File: config.mk
export PLATFORM = sky130hd
export DESIGN_NAME = dtree_seq_classifier_flat
export DESIGN_NICKNAME = d
export VERILOG_FILES = /design/src/rtl/dtree_pkg.sv /design/src/rtl/dtree_if.sv /design/src/rtl/dtree_node_mem.sv /design/src/rtl/dtree_seq_classifier.sv /design/src/flat_wrapper.sv
export SDC_FILE = /design/constraint.sdc
export NUM_CORES = 2
export LEC_CHECK = 0
export CELL_PAD_IN_SITES_DETAIL_PLACEMENT = 2
export CELL_PAD_IN_SITES_GLOBAL_PLACEMENT = 2
export CORE_MARGIN = 2
export CORE_UTILIZATION = 35
export DETAILED_ROUTE_END_ITERATION = 12
export DONT_BUFFER_PORTS = 1
export PLACE_DENSITY_LB_ADDON = 0.1
export SYNTH_ARGS = -nofsm -noshare
export SYNTH_HDL_FRONTEND = slang
export SYNTH_SLANG_ARGS = --single-unit
File: constraint.sdc
create_clock -name clk -period 4.7 [get_ports clk]
set_clock_uncertainty 0.1 [all_clocks]
set_input_delay 1.41 -clock clk [delete_from_list [all_inputs] [get_ports clk]]
set_output_delay 1.41 -clock clk [all_outputs]
set_load 0.02 [all_outputs]
File: src/rtl/dtree_pkg.sv
// rtl/dtree_pkg.sv - shared types, field widths and node-word layout for the decision-tree classifier
package dtree_pkg;

    localparam int DEF_FEAT_W    = 8;
    localparam int DEF_N_FEAT    = 16;
    localparam int DEF_CLASS_W   = 3;
    localparam int DEF_N_NODES   = 64;
    localparam int DEF_MAX_DEPTH = 16;

    // Index fields carry one spare bit so out-of-range values can be stored and detected.
    function automatic int idx_w(input int n_feat);
        return $clog2(n_feat) + 1;
    endfunction

    function automatic int child_w(input int n_nodes);
        return $clog2(n_nodes) + 1;
    endfunction

    function automatic int node_w(input int feat_w, input int n_feat, input int class_w,
                                  input int n_nodes);
        return 1 + idx_w(n_feat) + feat_w + 2 * child_w(n_nodes) + class_w;
    endfunction

    localparam int IDX_W   = idx_w(DEF_N_FEAT);
    localparam int CHILD_W = child_w(DEF_N_NODES);
    localparam int DEPTH_W = $clog2(DEF_MAX_DEPTH + 1);
    localparam int NODE_W  = node_w(DEF_FEAT_W, DEF_N_FEAT, DEF_CLASS_W, DEF_N_NODES);

    typedef struct packed {
        logic                   is_leaf;
        logic [IDX_W-1:0]       feat_idx;
        logic [DEF_FEAT_W-1:0]  thresh;
        logic [CHILD_W-1:0]     left;
        logic [CHILD_W-1:0]     right;
        logic [DEF_CLASS_W-1:0] class_id;
    } node_t;

    typedef enum logic [1:0] {
        S_IDLE = 2'd0,
        S_WALK = 2'd1,
        S_DONE = 2'd2
    } state_t;

endpackage

File: src/rtl/dtree_if.sv
// rtl/dtree_if.sv - feature/result handshake, node-table config and status bundle
interface dtree_if import dtree_pkg::*; #(
    parameter int FEAT_W    = 8,
    parameter int N_FEAT    = 16,
    parameter int CLASS_W   = 3,
    parameter int N_NODES   = 64,
    parameter int MAX_DEPTH = 16
);
    localparam int NODE_W  = node_w(FEAT_W, N_FEAT, CLASS_W, N_NODES);
    localparam int ADDR_W  = $clog2(N_NODES);
    localparam int DEPTH_W = $clog2(MAX_DEPTH + 1);

    logic                     in_valid;
    logic                     in_ready;
    logic [N_FEAT*FEAT_W-1:0] in_feat;
    logic                     out_valid;
    logic                     out_ready;
    logic [CLASS_W-1:0]       out_class;
    logic [DEPTH_W-1:0]       out_depth;
    logic                     out_err;
    logic                     cfg_we;
    logic [ADDR_W-1:0]        cfg_addr;
    logic [NODE_W-1:0]        cfg_data;
    logic                     cfg_drop;
    logic                     busy;

    modport master (
        output in_valid, in_feat, out_ready, cfg_we, cfg_addr, cfg_data,
        input  in_ready, out_valid, out_class, out_depth, out_err, cfg_drop, busy
    );

    modport slave (
        input  in_valid, in_feat, out_ready, cfg_we, cfg_addr, cfg_data,
        output in_ready, out_valid, out_class, out_depth, out_err, cfg_drop, busy
    );

endinterface

File: src/rtl/dtree_node_mem.sv
// rtl/dtree_node_mem.sv - node table: flop array, sync write, async read, resets to class-0 leaves
module dtree_node_mem #(
    parameter int N_NODES = 64,
    parameter int NODE_W  = 31,
    parameter int ADDR_W  = $clog2(N_NODES)
) (
    input  logic              clk,
    input  logic              rst_n,
    input  logic              we,
    input  logic [ADDR_W-1:0] wr_addr,
    input  logic [NODE_W-1:0] wr_data,
    input  logic [ADDR_W-1:0] rd_addr,
    output logic [NODE_W-1:0] rd_data
);
    localparam logic [NODE_W-1:0] LEAF_CLASS0 = {1'b1, {(NODE_W-1){1'b0}}};

    logic [NODE_W-1:0] mem [N_NODES];

    always_ff @(posedge clk or negedge rst_n) begin
        if (!rst_n) begin
            for (int i = 0; i < N_NODES; i++) begin
                mem[i] <= LEAF_CLASS0;
            end
        end else if (we) begin
            mem[wr_addr] <= wr_data;
        end
    end

    assign rd_data = mem[rd_addr];

endmodule

File: src/rtl/dtree_seq_classifier.sv
// rtl/dtree_seq_classifier.sv - walks a table-driven decision tree one node per cycle
module dtree_seq_classifier import dtree_pkg::*; #(
    parameter int FEAT_W    = 8,
    parameter int N_FEAT    = 16,
    parameter int CLASS_W   = 3,
    parameter int N_NODES   = 64,
    parameter int MAX_DEPTH = 16
) (
    input  logic    clk,
    input  logic    rst_n,
    dtree_if.slave  bus
);
    localparam int IDX_W     = idx_w(N_FEAT);
    localparam int CHILD_W   = child_w(N_NODES);
    localparam int NODE_W    = node_w(FEAT_W, N_FEAT, CLASS_W, N_NODES);
    localparam int ADDR_W    = $clog2(N_NODES);
    localparam int DEPTH_W   = $clog2(MAX_DEPTH + 1);
    localparam int RIGHT_LSB = CLASS_W;
    localparam int LEFT_LSB  = RIGHT_LSB + CHILD_W;
    localparam int THR_LSB   = LEFT_LSB + CHILD_W;
    localparam int IDX_LSB   = THR_LSB + FEAT_W;
    localparam int LEAF_BIT  = IDX_LSB + IDX_W;

    state_t                   state_q, state_d;
    logic [N_FEAT*FEAT_W-1:0] feat_q, feat_d;
    logic [NODE_W-1:0]        cur_q, cur_d;
    logic                     primed_q, primed_d;
    logic [DEPTH_W-1:0]       depth_q, depth_d;
    logic [CLASS_W-1:0]       cls_q, cls_d;
    logic [DEPTH_W-1:0]       odep_q, odep_d;
    logic                     err_q, err_d;
    logic                     drop_q;
    logic [ADDR_W-1:0]        rd_addr;
    logic [NODE_W-1:0]        rd_data;
    logic [FEAT_W-1:0]        feat_sel;

    logic                     cur_leaf;
    logic [IDX_W-1:0]         cur_idx;
    logic [FEAT_W-1:0]        cur_thr;
    logic [CHILD_W-1:0]       child;
    logic                     abort;

    assign cur_leaf = cur_q[LEAF_BIT];
    assign cur_idx  = cur_q[IDX_LSB +: IDX_W];
    assign cur_thr  = cur_q[THR_LSB +: FEAT_W];

    always_comb begin
        feat_sel = '0;
        for (int i = 0; i < N_FEAT; i++) begin
            if (cur_idx == IDX_W'(i)) feat_sel = feat_q[i*FEAT_W +: FEAT_W];
        end
    end

    assign child = (feat_sel <= cur_thr) ? cur_q[LEFT_LSB +: CHILD_W] : cur_q[RIGHT_LSB +: CHILD_W];
    assign abort = (cur_idx >= IDX_W'(N_FEAT)) || (depth_q == DEPTH_W'(MAX_DEPTH))
                || (child >= CHILD_W'(N_NODES));

    // The first WALK cycle only fetches the root; later cycles evaluate the held node and fetch its child.
    assign rd_addr = primed_q ? child[ADDR_W-1:0] : '0;

    dtree_node_mem #(
        .N_NODES(N_NODES),
        .NODE_W (NODE_W),
        .ADDR_W (ADDR_W)
    ) u_node_mem (
        .clk    (clk),
        .rst_n  (rst_n),
        .we     (bus.cfg_we && (state_q == S_IDLE)),
        .wr_addr(bus.cfg_addr),
        .wr_data(bus.cfg_data),
        .rd_addr(rd_addr),
        .rd_data(rd_data)
    );

    always_comb begin
        state_d  = state_q;
        feat_d   = feat_q;
        cur_d    = cur_q;
        primed_d = primed_q;
        depth_d  = depth_q;
        cls_d    = cls_q;
        odep_d   = odep_q;
        err_d    = err_q;
        case (state_q)
            S_IDLE: begin
                if (bus.in_valid) begin
                    feat_d   = bus.in_feat;
                    depth_d  = '0;
                    primed_d = 1'b0;
                    state_d  = S_WALK;
                end
            end
            S_WALK: begin
                if (!primed_q) begin
                    cur_d    = rd_data;
                    primed_d = 1'b1;
                end else if (cur_leaf) begin
                    cls_d   = cur_q[CLASS_W-1:0];
                    odep_d  = depth_q;
                    err_d   = 1'b0;
                    state_d = S_DONE;
                end else if (abort) begin
                    cls_d   = '0;
                    odep_d  = depth_q;
                    err_d   = 1'b1;
                    state_d = S_DONE;
                end else begin
                    cur_d   = rd_data;
                    depth_d = depth_q + DEPTH_W'(1);
                end
            end
            S_DONE: begin
                if (bus.out_ready) state_d = S_IDLE;
            end
            default: state_d = S_IDLE;
        endcase
    end

    always_ff @(posedge clk or negedge rst_n) begin
        if (!rst_n) begin
            state_q  <= S_IDLE;
            feat_q   <= '0;
            cur_q    <= '0;
            primed_q <= 1'b0;
            depth_q  <= '0;
            cls_q    <= '0;
            odep_q   <= '0;
            err_q    <= 1'b0;
            drop_q   <= 1'b0;
        end else begin
            state_q  <= state_d;
            feat_q   <= feat_d;
            cur_q    <= cur_d;
            primed_q <= primed_d;
            depth_q  <= depth_d;
            cls_q    <= cls_d;
            odep_q   <= odep_d;
            err_q    <= err_d;
            drop_q   <= bus.cfg_we && (state_q != S_IDLE);
        end
    end

    assign bus.in_ready  = (state_q == S_IDLE);
    assign bus.out_valid = (state_q == S_DONE);
    assign bus.busy      = (state_q != S_IDLE);
    assign bus.out_class = cls_q;
    assign bus.out_depth = odep_q;
    assign bus.out_err   = err_q;
    assign bus.cfg_drop  = drop_q;

endmodule

File: src/flat_wrapper.sv
// flat-port wrapper written by rule: the top's interface ports become plain ports
module dtree_seq_classifier_flat import dtree_pkg::*;
#(
    parameter int FEAT_W    = 8,
    parameter int N_FEAT    = 16,
    parameter int CLASS_W   = 3,
    parameter int N_NODES   = 64,
    parameter int MAX_DEPTH = 16
)
  (clk, rst_n, bus_in_valid, bus_in_feat, bus_out_ready, bus_cfg_we, bus_cfg_addr, bus_cfg_data, bus_in_ready, bus_out_valid, bus_out_class, bus_out_depth, bus_out_err, bus_cfg_drop, bus_busy);
  dtree_if #(.FEAT_W(FEAT_W), .N_FEAT(N_FEAT), .CLASS_W(CLASS_W), .N_NODES(N_NODES), .MAX_DEPTH(MAX_DEPTH)) bus_i ();
  input  logic clk;
  input  logic rst_n;
  input wire logic [$bits(bus_i.in_valid)-1:0] bus_in_valid;
  input wire logic [$bits(bus_i.in_feat)-1:0] bus_in_feat;
  input wire logic [$bits(bus_i.out_ready)-1:0] bus_out_ready;
  input wire logic [$bits(bus_i.cfg_we)-1:0] bus_cfg_we;
  input wire logic [$bits(bus_i.cfg_addr)-1:0] bus_cfg_addr;
  input wire logic [$bits(bus_i.cfg_data)-1:0] bus_cfg_data;
  output wire logic [$bits(bus_i.in_ready)-1:0] bus_in_ready;
  output wire logic [$bits(bus_i.out_valid)-1:0] bus_out_valid;
  output wire logic [$bits(bus_i.out_class)-1:0] bus_out_class;
  output wire logic [$bits(bus_i.out_depth)-1:0] bus_out_depth;
  output wire logic [$bits(bus_i.out_err)-1:0] bus_out_err;
  output wire logic [$bits(bus_i.cfg_drop)-1:0] bus_cfg_drop;
  output wire logic [$bits(bus_i.busy)-1:0] bus_busy;
  assign bus_i.in_valid = bus_in_valid;
  assign bus_i.in_feat = bus_in_feat;
  assign bus_i.out_ready = bus_out_ready;
  assign bus_i.cfg_we = bus_cfg_we;
  assign bus_i.cfg_addr = bus_cfg_addr;
  assign bus_i.cfg_data = bus_cfg_data;
  assign bus_in_ready = bus_i.in_ready;
  assign bus_out_valid = bus_i.out_valid;
  assign bus_out_class = bus_i.out_class;
  assign bus_out_depth = bus_i.out_depth;
  assign bus_out_err = bus_i.out_err;
  assign bus_cfg_drop = bus_i.cfg_drop;
  assign bus_busy = bus_i.busy;
  dtree_seq_classifier #(.FEAT_W(FEAT_W), .N_FEAT(N_FEAT), .CLASS_W(CLASS_W), .N_NODES(N_NODES), .MAX_DEPTH(MAX_DEPTH)) u_core (.clk(clk), .rst_n(rst_n), .bus(bus_i));
endmodule
==> run metrics <==
DRT Pass-1 Iters 5; Max Fclk approximately 170 MHz; Final nets between 7k and 8k; CP max stage cell a2111oi_4; Max Slew Vio Count 0; post-DR vias/cell between 5 and 6; peak supply drop 767 µV; vias 66.0k; Clock power frac 0.181; crit path time final a little under 6000 ps; Unique masters post-synth between 70 and 80; Clock Tree Root clkbuf_16; clock-pin slew on the worst setup and hold paths ~60 ps; RSZ-0062 raised after global routing yes; GRT Residual Overflow 0; final WL between 300000 and 400000 µm; # rows just under 200; clk buf depth 4; clk_lat worst skew 910 ps; Syn Nets roughly 7.3k; vias in the first global route about 73k; CTS H-tree lvls 5; CP dominant cell by count buf_6; CP Data Required Time 5410 ps; Synth async-reset ratio 1.00; Critical path origin u_core.cur_q[25]; Net Sw Power about 0.047 W; pre-CTS WS -2270 ps; P per Cell Area between 900 and 1000 nW/µm²; Num CTS Buffers ~260; Worst Setup End Kind flip-flop; Startpoint Class flip-flop; sequential share of power 0.218; Int Power just under 0.07 W; EDFF count, synth 0; Area contributors post-synth dfrtp_1 53%, mux2_2 24%, mux4_2 7.3%; Total Neg Setup Slack -29510 ps; Crit Path Max Fanout 9; Wirelength per Cell about 34 µm; Final Hold Fails 0; Seq cells post-synth roughly 2.2k; # DRC 0; area grow syn2layout 25.8%; sw frac 0.406; Port Buffers 0; die area approximately 290000 µm²; Initial Utilization 0.352; CP arrival 6490 ps; core box area approximately 280000 µm²; violated checks negative setup slack; top-area cell type share of the netlist area 0.533; first-pass GRT wire length about 560000 µm; GPL Wtd Cong 0.823; initial antenna violation count 28; outcome finished, violations left; Design Power about 0.11 W; Least-Margin Pin Slew between 1000 and 1500 ps; Yosys warnings 0; HPWL after detailed placement ~230000 µm; top cell type by total area after synthesis dfrtp_1; Max-Cap Viols 0; io pins around 180; Hold WC Path Type in -> async; post-route clock period utilization 1.23; ANT nets after route 0; Slew headroom 0.126; die width about 530 µm; Lkg Pwr between 50 and 60 nW; post-synthesis sequential area ratio 0.550; predominant post-synthesis flop cell dfrtp_1; synthesized area a little under 100000 µm²; Syn Area/Cell approximately 14 µm²; Design Area, Final around 120000 µm²; Crit path largest cell delay 640 ps; Crit Path Category reg -> reg; Die Y ~530 µm; DRT iter0 DRCs between 4k and 5k; r2r startpoint u_core.cur_q[25]; Total Routing Usage GR 0.269; TritonCTS clock tree yes; share of cells above drive strength 1 0.560; Gate power share 0.601; largest net degree at the start of global routing between 200 and 300; # setup viols final 46; clk sinks around 2.2k; dpl cell area roughly 110000 µm²; Synth Instances around 7k; Worst Setup Slack, final -1080 ps; # hold bufs at CTS 0
==> state kept, by name, indices dropped and copies added, names as in the netlist <==
name / count
u_core.u_node_mem.mem: 1984
u_core.feat_q: 128
u_core.cur_q: 31
u_core.bus.out_depth: 5
u_core.depth_q: 5
u_core.bus.out_class: 3
u_core.state_q: 2
u_core.bus.cfg_drop: 1
u_core.bus.out_err: 1
u_core.primed_q: 1
==> layout by cell type (no fill, tap or decap), types with 73 or more instances in the layout <==
master	n
mux2i_1	105
nand2_1	480
clkbuf_16	284
nand2_2	86
a21oi_1	163
nand3_1	73
mux4_2	318
mux2_2	2111
buf_4	602
buf_6	121
clkbuf_1	78
dfrtp_1	2093
buf_12	173
==> path summary, 6_finish.rpt <==
check	slack (ps)	cells after the start	endpoint
max in group asynchronous	430	7	u_core.u_node_mem.mem[1560]
worst min register to register	400	1	u_core.u_node_mem.mem[1157]
worst min-delay path	120	0	u_core.feat_q[71]
worst max register to register	-1080	26	u_core.cur_q[12]
worst max-delay path	-1080	26	u_core.cur_q[12]
min in group clk	400	1	u_core.u_node_mem.mem[1157]
==> metrics by stage <==
step                std cells  hold WS (ps)  utilization
floorplan                7095           367            -
detailed placement      10900           388        0.387
finish                  11600           121        0.443
global route            11600          82.2        0.443
global placement        10900           381        0.387
CTS                     11500          48.5        0.434
==> metal layers <==
metal  GRT usage  vias up  part of all wire
met1       0.380    36800              0.45
met4      0.0775       12             0.030
met5           0        -           0.00017
met2       0.431     1513              0.47
met3      0.0372      501             0.049
li1            -    27200                 -
==> power groups by stage <==
stage	combinational, W	sequential [W]	clock (W)
2_1_floorplan	0.0256	0.0238	0
3_3_place_gp	0.0512	0.0249	0
3_5_place_dp	0.0518	0.0251	0
4_1_cts	0.0636	0.0249	0.0213
5_1_grt	0.0719	0.0253	0.0221
6_report	0.0690	0.0250	0.0208
==> cell families after synthesis <==
logic type | after synthesis | share of synthesized area
buf+inv | 719 | 0.0299
mux | 2553 | 0.327
compound gates | 728 | 0.0512
fa+ha+maj | 10 | 0.00127
simple gates | 921 | 0.0409
flops | 2161 | 0.550
xor+xnor | 3 | 0.000267
==> critical path: cells and delay by family (launching register included) <==
kind,cells,cell delay [ps]
compound gates,8,2250
fa+ha+maj,1,210
buf+inv,7,1030
flops,1,570
mux,1,240
simple gates,9,1250
==> cell usage after synthesis (6+ instances only) <==
cell type     n
a31oi_1      55
buf_4        17
nand2b_1      6
a22oi_1      90
o31a_1        9
a32o_1        9
nor2_1       65
o21ai_0      59
buf_6        11
and2_1        7
a22o_1        9
or3_1        11
ha_1         10
o2111ai_1    11
o2bb2ai_1     9
nand2_1     572
a2111oi_0    11
o21a_1        7
dfstp_2      64
clkbuf_1    490
buf_2        83
nor3_1       27
nand3_1     118
a21oi_1     222
inv_1        16
and3_1       55
a221oi_1     72
a32oi_1      12
a311o_1      12
mux2i_1     123
a311oi_1     35
nor2b_1       9
a211o_1      20
mux4_2      318
mux2_2     2112
buf_1       102
a211oi_1     41
nand4_1      25
a221o_1      10
dfrtp_1    2097
==> final cells by class <==
| cell class | instances | area (µm²) |
|---|---|---|
| clock inverters | 67 | 915 |
| repair buffers | 992 | 11600 |
| inverters | 16 | 62.6 |
| flip-flops and latches | 2161 | 54200 |
| diodes | 15 | 37.5 |
| multi-input cells | 4215 | 44700 |
| fillers | 26500 | 156000 |
| clock buffers | 397 | 7750 |
| well taps | 3724 | 4660 |
==> timing repair <==
| item | 4_1_cts | 5_1_grt |
|---|---|---|
| setup endpoints to repair | 47 | 322 |
| buffers inserted | 137 | 115 |
| gates resized for setup | 560 | 298 |
| pin swaps | 143 | 139 |
| gates cloned | 25 | 13 |
| endpoints found under the hold margin | 0 | 0 |
No activity file was read; power rests on OpenSTA's default activity.
